**config.mk**
```make
export PLATFORM = sky130hd
export DESIGN_NAME = systolic_drain_flat
export DESIGN_NICKNAME = d
export VERILOG_FILES = /design/src/rtl/systolic_drain_if.sv /design/src/rtl/systolic_drain.sv /design/src/flat_wrapper.sv
export SDC_FILE = /design/constraint.sdc
export NUM_CORES = 1
export LEC_CHECK = 0
export CELL_PAD_IN_SITES_DETAIL_PLACEMENT = 1
export CELL_PAD_IN_SITES_GLOBAL_PLACEMENT = 2
export CORE_MARGIN = 2
export CORE_UTILIZATION = 38
export DETAILED_ROUTE_END_ITERATION = 12
export PLACE_DENSITY = 0.76
export SLEW_MARGIN = 25
export SYNTH_ARGS = -nofsm -noshare
export SYNTH_HDL_FRONTEND = slang
export SYNTH_SLANG_ARGS = --single-unit
```
**constraint.sdc**
```tcl
create_clock -name clk -period 3.7 [get_ports clk]
set_clock_uncertainty 0.2 [all_clocks]
set_input_delay 0.74 -clock clk [delete_from_list [all_inputs] [get_ports clk]]
set_output_delay 0.74 -clock clk [all_outputs]
set_load 0.02 [all_outputs]
```
**src/rtl/systolic_drain_if.sv**
```systemverilog
// rtl/systolic_drain_if.sv - skewed result input and aligned row output bundle for systolic_drain
interface systolic_drain_if #(
  parameter int DATA_SIZE  = 8,
  parameter int ARRAY_SIZE = 2
);
  localparam int RW = ARRAY_SIZE * 2 * DATA_SIZE;

  logic [RW-1:0] res_in;
  logic          res_valid;
  logic [RW-1:0] row_data;
  logic          row_valid;
  logic          row_ready;

  modport master (
    output res_in, res_valid, row_ready,
    input  row_data, row_valid
  );

  modport slave (
    input  res_in, res_valid, row_ready,
    output row_data, row_valid
  );
endinterface

```
**src/rtl/systolic_drain.sv**
```systemverilog
// rtl/systolic_drain.sv - de-skews systolic array column results into rows and buffers them in a FIFO
// Optional sticky drop flag built only when DRAIN_OVF_EN is defined.
module systolic_drain #(
  parameter int DATA_SIZE  = 8,
  parameter int ARRAY_SIZE = 2,
  parameter int DEPTH      = 4
) (
  input  logic              clk,
  input  logic              reset,
  input  logic              clear,
  systolic_drain_if.slave   bus,
  output logic [7:0]        row_count,
  output logic              overflow
);
  localparam int EW = 2 * DATA_SIZE;
  localparam int RW = ARRAY_SIZE * EW;
  localparam int AW = $clog2(DEPTH);

  logic [RW-1:0] aligned;
  logic          aligned_valid;

  // Column j arrives j cycles after column 0, so it is delayed ARRAY_SIZE-1-j cycles to line up.
  genvar j;
  generate
    for (j = 0; j < ARRAY_SIZE; j++) begin : g_col
      localparam int NS = ARRAY_SIZE - 1 - j;
      if (NS == 0) begin : g_pass
        assign aligned[EW*j +: EW] = bus.res_in[EW*j +: EW];
      end else begin : g_dly
        logic [EW-1:0] stage [NS];
        always_ff @(posedge clk or negedge reset) begin
          if (!reset) begin
            for (int s = 0; s < NS; s++) stage[s] <= '0;
          end else begin
            stage[0] <= bus.res_in[EW*j +: EW];
            for (int s = 1; s < NS; s++) stage[s] <= stage[s-1];
          end
        end
        assign aligned[EW*j +: EW] = stage[NS-1];
      end
    end

    if (ARRAY_SIZE == 1) begin : g_vpass
      assign aligned_valid = bus.res_valid;
    end else begin : g_vdly
      logic [ARRAY_SIZE-2:0] vpipe;
      always_ff @(posedge clk or negedge reset) begin
        if (!reset) begin
          vpipe <= '0;
        end else if (clear) begin
          vpipe <= '0;
        end else begin
          vpipe[0] <= bus.res_valid;
          for (int s = 1; s < ARRAY_SIZE - 1; s++) vpipe[s] <= vpipe[s-1];
        end
      end
      assign aligned_valid = vpipe[ARRAY_SIZE-2];
    end
  endgenerate

  logic [RW-1:0] mem [DEPTH];
  logic [AW:0]   wr_ptr;
  logic [AW:0]   rd_ptr;
  logic          full;
  logic          empty;
  logic          push;
  logic          pop;

  assign empty = (wr_ptr == rd_ptr);
  assign full  = (wr_ptr[AW-1:0] == rd_ptr[AW-1:0]) && (wr_ptr[AW] != rd_ptr[AW]);
  assign pop   = !empty && bus.row_ready;
  assign push  = aligned_valid && (!full || pop);

  always_ff @(posedge clk) begin
    if (push && !clear) mem[wr_ptr[AW-1:0]] <= aligned;
  end

  always_ff @(posedge clk or negedge reset) begin
    if (!reset) begin
      wr_ptr    <= '0;
      rd_ptr    <= '0;
      row_count <= '0;
    end else if (clear) begin
      wr_ptr    <= '0;
      rd_ptr    <= '0;
      row_count <= '0;
    end else begin
      if (push) begin
        wr_ptr    <= wr_ptr + 1'b1;
        row_count <= row_count + 8'd1;
      end
      if (pop) rd_ptr <= rd_ptr + 1'b1;
    end
  end

  assign bus.row_data  = mem[rd_ptr[AW-1:0]];
  assign bus.row_valid = !empty;

`ifdef DRAIN_OVF_EN
  logic ovf_q;
  logic drop;
  assign drop = aligned_valid && full && !pop;

  always_ff @(posedge clk or negedge reset) begin
    if (!reset) begin
      ovf_q <= 1'b0;
    end else if (clear) begin
      ovf_q <= 1'b0;
    end else if (drop) begin
      ovf_q <= 1'b1;
    end
  end

  assign overflow = ovf_q;
`else
  assign overflow = 1'b0;
`endif
endmodule
```
**src/flat_wrapper.sv**
```systemverilog
// flat-port wrapper written by rule: the top's interface ports become plain ports
module systolic_drain_flat 
#(
  parameter int DATA_SIZE  = 8,
  parameter int ARRAY_SIZE = 2,
  parameter int DEPTH      = 4
)
  (clk, reset, clear, row_count, overflow, bus_res_in, bus_res_valid, bus_row_ready, bus_row_data, bus_row_valid);
  systolic_drain_if #(.DATA_SIZE(DATA_SIZE), .ARRAY_SIZE(ARRAY_SIZE)) bus_i ();
  input  logic clk;
  input  logic reset;
  input  logic clear;
  output logic [7:0] row_count;
  output logic overflow;
  input wire logic [$bits(bus_i.res_in)-1:0] bus_res_in;
  input wire logic [$bits(bus_i.res_valid)-1:0] bus_res_valid;
  input wire logic [$bits(bus_i.row_ready)-1:0] bus_row_ready;
  output wire logic [$bits(bus_i.row_data)-1:0] bus_row_data;
  output wire logic [$bits(bus_i.row_valid)-1:0] bus_row_valid;
  assign bus_i.res_in = bus_res_in;
  assign bus_i.res_valid = bus_res_valid;
  assign bus_i.row_ready = bus_row_ready;
  assign bus_row_data = bus_i.row_data;
  assign bus_row_valid = bus_i.row_valid;
  systolic_drain #(.DATA_SIZE(DATA_SIZE), .ARRAY_SIZE(ARRAY_SIZE), .DEPTH(DEPTH)) u_core (.clk(clk), .reset(reset), .clear(clear), .bus(bus_i), .row_count(row_count), .overflow(overflow));
endmodule
```
* Word-level counts from Yosys, hierarchy flattened
Memories as Yosys holds them, arrays and structs flattened. Index checks and enable logic that the tools add are counted. W data, S select, Z words.
Word-level totals: bits in registers 31, memory bits (writable) 128, input bits 37, output and inout port bits 42, logic and storage cells 31, memories 1
Memories:
- u_core.mem | words 4, bits a word 32, rd ports 1, clocked after memory_dff 0, wr ports 1, RTL line systolic_drain.sv:61 | logic [RW-1:0] mem [DEPTH];
Operators by class: add/sub/neg operators 3, equal/unequal tests 3, multiplexer cells 9, reduce and logical (&&, ||, !) cells 10
Operators by type and width (count):
- $mux W8 | 2
- $mux W3 | 4
- $add A8 B1 Y8 const B | 1
- $add A3 B1 Y3 const B | 2
- $logic_and A1 B1 Y1 | 4
- $reduce_bool A2 Y1 | 2
- $eq A3 B3 Y1 | 1
- $logic_not A1 Y1 | 3
- $mux W1 | 3
- $eq A2 B2 Y1 | 1
- $logic_or A1 B1 Y1 | 1
- $ne A1 B1 Y1 | 1

* Longest topological paths before layout
Gate-level depths: netlist of run 1.
word-level depth 8, mapped depth 6, depth with buffers taken out 4

* Worst setup path after synthesis of run 1
OpenSTA, ideal clock, no wires.
path kind reg2reg, from register u_core.rd_ptr[1], to memory u_core.mem[3][0] in the netlist's numbering (enable), arrival time 3.249 ns, setup slack -0.210 ns, cell stages (with the launch flop) 6, cells stage by stage dfrtp_1 buf_6 xor2_2 o41ai_4 buf_6 nor3_1
Between the ends: cells in the longest elaborated chain, start to end 8, elaborated cells between the ends (all ways) 11
RTL lines:
- start, declared | RTL line systolic_drain.sv:63 | logic [AW:0] rd_ptr;
- start signal, assigned | RTL line systolic_drain.sv:92 | if (pop) rd_ptr <= rd_ptr + 1'b1;
- $eq A3 B3 Y1 or $eq A2 B2 Y1 (tied branches) | RTL line systolic_drain.sv:69, systolic_drain.sv:70
- $logic_not A1 Y1 or $logic_and A1 B1 Y1 (tied branches) | RTL line systolic_drain.sv:71, systolic_drain.sv:70
- $logic_and A1 B1 Y1 or $logic_not A1 Y1 (tied branches) | RTL line systolic_drain.sv:71, systolic_drain.sv:72
- $logic_or A1 B1 Y1 * | RTL line systolic_drain.sv:72 | assign push = aligned_valid && (!full || pop);
- $logic_and A1 B1 Y1 * | RTL line systolic_drain.sv:72
- $logic_and A1 B1 Y1 * | RTL line systolic_drain.sv:75 | if (push && !clear) mem[wr_ptr[AW-1:0]] <= aligned;
- $mux W1 * | RTL line systolic_drain.sv:75
- $mux W1 (implied by the code) * | RTL line systolic_drain.sv:75
- end, declared | RTL line systolic_drain.sv:61
Mark *: on every way between the ends. The rest lies on a longest branch, timed or not.

* Final worst setup path of run 1
from register u_core.rd_ptr[1], to output bus_row_data[31]
Between the ends: cells in the longest elaborated chain, start to end 1
RTL lines:
- $mem_v2 Z4 W32
- end, declared | RTL line flat_wrapper.sv:18 | output wire logic [$bits(bus_i.row_data)-1:0] bus_row_data;
Every way passes these cells.

==> results.yml, run 1 <==
run_status:
  outcome: "finished, final reports clean"
floorplanning:
  dieWidth_um: 128.6
  start_util: 0.3880
  die_area_um2: 16530
  core_area_um2: 15200
  pin_count: 79
  rows: 45
  die_h_um: 128.6
global_routing:
  grt_pass1_vias: 3153
  grt_antenna_before_repair: 0
  grt_max_degree: 33
  gr-total-overflow: 0
  grt_pass1_wl_um: 17640
  track_usage: 0.1483
route:
  dr.pass1.iters: 4
  post_drt_wl_per_cell_um: 19.92
  routed-via-count: 2833
  first_iter_violations: 136
  postRouteAntennaNets: 0
  wl_um: 11250
  drc_errors: 0
  vias_per_cell: 5.014
synthesis:
  syn_area_per_cell_um2: 21.76
  synth_edf_count: 128
  synth_seq_cells: 159
  netlist_area_um2: 5898
  synth_flop_cell: "edfxtp_1"
  syn_inst: 271
  synth_top_area_share: 0.6517
  yosysWarnings: 0
  yosysSeqAreaShare: 0.7832
  synthMostInstantiatedCell: "edfxtp_1"
  synth_area_leaders: "edfxtp_1, dfrtp_1, mux4_2"
  synth_top_area_cell: "edfxtp_1"
  synth_nets: 314
  netlist_top_cells_count: "edfxtp_1, mux4_2, dfrtp_1"
  async_flop_share: 0.1950
  synth.distinct_cells: 29
pwr:
  p_leak_nw: 2.568
  ir_worst_vdd_mv: 0.4138
  power_mw: 4.376
  p_per_area_nw_per_um2: 578.8
timing:
  holdWs_ns: 0.2023
  setup_ws_ns: 0.3258
  fin_crit_sh: 0.9119
  setup_viol: 0
  rsz0062_at_grt: "no"
  fmax_mhz: 296.4
  period_minus_slack_ns: 3.374
  tns_ns: 0
  worst_slew_margin_rel: 0.4724
  hold_viol_final: 0
  tightest_slew_ns: 0.7914
  slew_violations: 0
worst_setup_path:
  critPathRequiredTime_ns: 2.76
  crit_chain: "buf_4, mux4_2, clkdlybuf4s50_1"
  crit_buf_inv: 2
  rrSetupSlack_ns: 1.01
  slowest_delay_ns: 0.70
  criticalPathCategory: "register to output port"
  critPathSlowestCell: "dfrtp_2"
  cp-end-kind: "output port"
  startpoint: "u_core.rd_ptr[1]"
  cp_data_arrival_time_ns: 2.43
  start_kind: "register"
  cp_max_fo: 19
  critPathTopFamily: "buffers and inverters"
  r2r-start: "u_core.rd_ptr[1]"
place:
  gp_congestion: 0.7452
  io_buffers: 77
  place_ws_ns: 0.6511
  dp.final_hpwl_um: 7139
clocking:
  cts-root-buf: "clkbuf_16"
  post_cts_resized: 0
  ctsHtreeMaxLevel: 4
  worstSkewPairLatency_ns: 0.42
  cts.path.max_buffers: 2
  hold_buffers: 0
  cts_tree: "done"
  path_clk_slew_ns: 0.06
  cts_setup_buffers: 0
  clock-sinks: 159
  numCtsBuffers: 17
hold_path:
  hp-class: "primary input to asynchronous set/reset pin"
layout:
  synthToLayoutAreaGrowth_pct: 28.19
  utilization: 0.4974
  drive_gt1_frac: 0.2202
  antenna_cells: 0
  nets: 407
  nFillCells: 1400
flow_run:
  cap_violations: 0
[report_power, final]
part	total, mW	internal, mW	switching, mW
clock network	1.88	1.23	0.654
logic	0.497	0.259	0.239
registers	2.00	1.97	0.0258
total	4.38	3.46	0.918
[state kept, by name (all words and copies together), names as in the netlist]
name / cells
u_core.rd_ptr: 3
u_core.mem: 128
u_core.row_count: 8
u_core.wr_ptr: 3
u_core.aligned_valid: 1
u_core.g_col.g_dly.stage: 16
[routing by layer]
metal	routed length, um	part of all wire	up-vias	GRT usage
met1	4981	0.44	1471	0.1940
met5	0	0	-	0
met4	199	0.018	0	0.06905
li1	-	-	1268	-
met2	5576	0.50	80	0.2350
met3	496	0.044	14	0.03867
[cells by family after synthesis]
logic type | after synthesis | share of synthesized area
flops | 159 | 0.7832
mux | 37 | 0.1311
simple gates | 30 | 0.02630
buf+inv | 17 | 0.01527
compound gates | 13 | 0.01633
xor+xnor | 8 | 0.01442
fa+ha+maj | 6 | 0.01273
other cells | 1 | 0.0006358
[final timing paths]
path / to / cells past startpoint
worst min register to register: u_core.mem[2][10] / 0
worst min-delay path: u_core.g_col[0].g_dly.stage[4] / 1
worst max-delay path: bus_row_data[31] / 3
min in group clk: u_core.mem[2][10] / 0
worst max register to register: u_core.mem[0][23] / 5
max in group asynchronous: u_core.rd_ptr[0] / 1
[through the flow]
stage / instances / instance area, um^2
floorplan: 271 / 5903
global placement: 533 / 6913
detailed placement: 533 / 6913
CTS: 565 / 7561
global route: 565 / 7561
finish: 565 / 7561
[layout make-up]
type                    count  area, um^2  share of cell area
clock buffers              21       460.4             0.06090
clock inverters            11       187.7             0.02482
inverters                   5       18.77            0.002482
multi-input cells          95        1204              0.1592
flip-flops and latches    159        4622              0.6113
well taps                 188       235.2             0.03111
repair buffers             86       833.3              0.1102
[worst reg2reg max path: stages (launching register included)]
cell and delay (ns):
dfrtp_2 0.70, xor2_2 0.22, o41ai_4 0.60, nor2_1 0.14, and2_2 0.22, buf_4 0.29
[placed cells by master, fill, tap and decap left out, types with 4 or more instances in the layout]
master	n
a21oi_1	5
buf_4	9
bufinv_16	5
clkbuf_16	17
clkdlybuf4s50_1	76
dfrtp_1	29
edfxtp_1	128
ha_1	6
inv_1	5
mux4_2	32
nand3_1	4
nor2_1	10
o21ai_0	4
or3_1	5
xor2_1	4
No activity file was read; power rests on OpenSTA's default activity.
==> inputs of run 2 (changes only) <==
--- a/config.mk
+++ b/config.mk
@@ -10,7 +10,7 @@
 export CORE_MARGIN = 2
 export CORE_UTILIZATION = 38
 export DETAILED_ROUTE_END_ITERATION = 12
-export PLACE_DENSITY = 0.76
+export PLACE_DENSITY = 0.82
 export SLEW_MARGIN = 25
 export SYNTH_ARGS = -nofsm -noshare
 export SYNTH_HDL_FRONTEND = slang
==> run 2 against run 1 <==
Sequential power hardly changed. Clock-buffer cell count is 2 higher. Clock power is 6% lower. Critical path depth stayed put. Setup slack worse by 0.046 ns. Final cell count stayed put. Largest power group unchanged. Sequential share of layout area is 0.28 points higher. Combinational power is 1% lower. Non-clock buffer count stayed put. Register-to-register slack better by 0.08 ns. Power is 2.5% lower. Global-route usage is 0.89 points higher.
==> results.yml, run 2 (same netlist as run 1, synthesis figures left out) <==
layout:
  synthToLayoutAreaGrowth_pct: 27.60
  layout_common_cells: "edfxtp_1, clkdlybuf4s50_1, mux4_2, dfrtp_1, clkbuf_16"
  antenna_cells: 0
  fin_cells: 565
  drive_gt1_frac: 0.2122
  largest_reg_flops: 128
  layout_commonest_cell: "edfxtp_1"
  nets: 407
worst_setup_path:
  crit_buf_inv: 2
  critPathSlowestCell: "dfrtp_2"
  slowest_delay_ns: 0.63
  startpoint: "u_core.rd_ptr[0]"
  crit_chain: "buf_4, mux4_2, clkdlybuf4s50_1"
  critPathRequiredTime_ns: 2.76
  cp_max_fo: 12
  cp-end-kind: "output port"
  criticalPathCategory: "register to output port"
  start_kind: "register"
  r2r-start: "u_core.rd_ptr[0]"
  critPathTopFamily: "buffers and inverters"
  cp_data_arrival_time_ns: 2.48
route:
  first_iter_violations: 159
  met1_length_um: 4880
  drc_errors: 0
  post_drt_wl_per_cell_um: 20.85
  wl_um: 11780
  dr_wl_met3_um: 563
  postRouteAntennaNets: 0
  dr_wl_met2_um: 6138
  vias_per_cell: 5.115
  routed-via-count: 2890
  dr.pass1.iters: 4
  dr.max_layer_used: "met4"
clocking:
  numCtsBuffers: 17
  path_clk_slew_ns: 0.06
  cts_setup_buffers: 0
  hold_buffers: 0
  cts_tree: "done"
  cts.path.max_buffers: 2
  post_cts_resized: 0
  ctsHtreeMaxLevel: 4
  cts-root-buf: "clkbuf_16"
  worstSkewPairLatency_ns: 0.43
  clock-sinks: 159
timing:
  tightest_slew_ns: 0.7858
  slew_violations: 0
  period_minus_slack_ns: 3.421
  fmax_mhz: 292.3
  setup_viol: 0
  tns_ns: 0
  rsz0062_at_grt: "no"
  hold_viol_final: 0
  fin_crit_sh: 0.9245
  worst_slew_margin_rel: 0.4761
flow_run:
  cap_violations: 0
global_routing:
  gr-total-overflow: 0
  track_usage: 0.1573
  grt_pass1_vias: 3228
  grt_max_degree: 33
  grt_pass1_wl_um: 18400
  grt_antenna_before_repair: 0
hold_path:
  hp-class: "primary input to asynchronous set/reset pin"
pwr:
  p_leak_nw: 2.552
  power_mw: 4.269
  p_per_area_nw_per_um2: 567.2
  ir_worst_vdd_mv: 0.3915
floorplanning:
  core_area_um2: 15200
  rows: 45
  dieWidth_um: 128.6
  pin_count: 79
  die_area_um2: 16530
  start_util: 0.3880
  die_h_um: 128.6
place:
  placed_cells_incl_taps: 533
  dp.final_hpwl_um: 7190
  gp_congestion: 0.7417
  io_buffers: 77
run_status:
  outcome: "finished, final reports clean"
==> run 2: stage by stage <==
step	hold slack (ns)	instance area, um^2	utilization	worst slack (ns)
floorplan	0.2444	5903	-	0.7834
global placement	0.2583	6925	0.4556	0.6719
detailed placement	0.2882	6925	0.4556	0.6517
CTS	0.2079	7526	0.4951	0.1751
global route	0.2254	7526	0.4951	0.1121
finish	0.1892	7526	0.4951	0.2794
==> run 2: area by class of cell <==
class / count / area, um^2
inverter: 5 / 18.77
multi-input combinational: 95 / 1204
clock buffer: 23 / 467.9
sequential: 159 / 4622
fill: 1396 / 7676
clock inverter: 9 / 132.6
tap: 188 / 235.2
timing repair buffer: 86 / 845.8
==> run 2: worst paths after layout <==
| check | cells after the start | slack [ns] | endpoint |
|---|---|---|---|
| max | 3 | 0.28 | bus_row_data[12] |
| min | 1 | 0.19 | u_core.g_col[0].g_dly.stage[2] |
| max reg2reg | 6 | 1.09 | u_core.mem[3][14] |
| min reg2reg | 0 | 0.30 | u_core.mem[2][6] |
| max in group asynchronous | 1 | 2.55 | u_core.rd_ptr[0] |
| min in group clk | 0 | 0.30 | u_core.mem[2][6] |
==> run 2: per-layer routing <==
layer,track usage,up-vias
li1,-,1267
met1,0.1838,1533
met2,0.2697,75
met3,0.05613,15
met4,0.05691,0
met5,0,-
==> run 2: worst register-to-register path, stage by stage, from the launching register on <==
cell and delay, ns:
dfrtp_2 0.63, buf_12 0.25, xor2_2 0.26, o41ai_4 0.11, buf_4 0.21, nor3_4 0.11
buf_4 0.46
==> run 2: power breakdown <==
group	leakage, nW	switching [mW]	internal (mW)
Sequential	1.55	0.0423	1.97
Clock	0.290	0.666	1.10
Combinational	0.716	0.226	0.265
Total	2.55	0.934	3.33
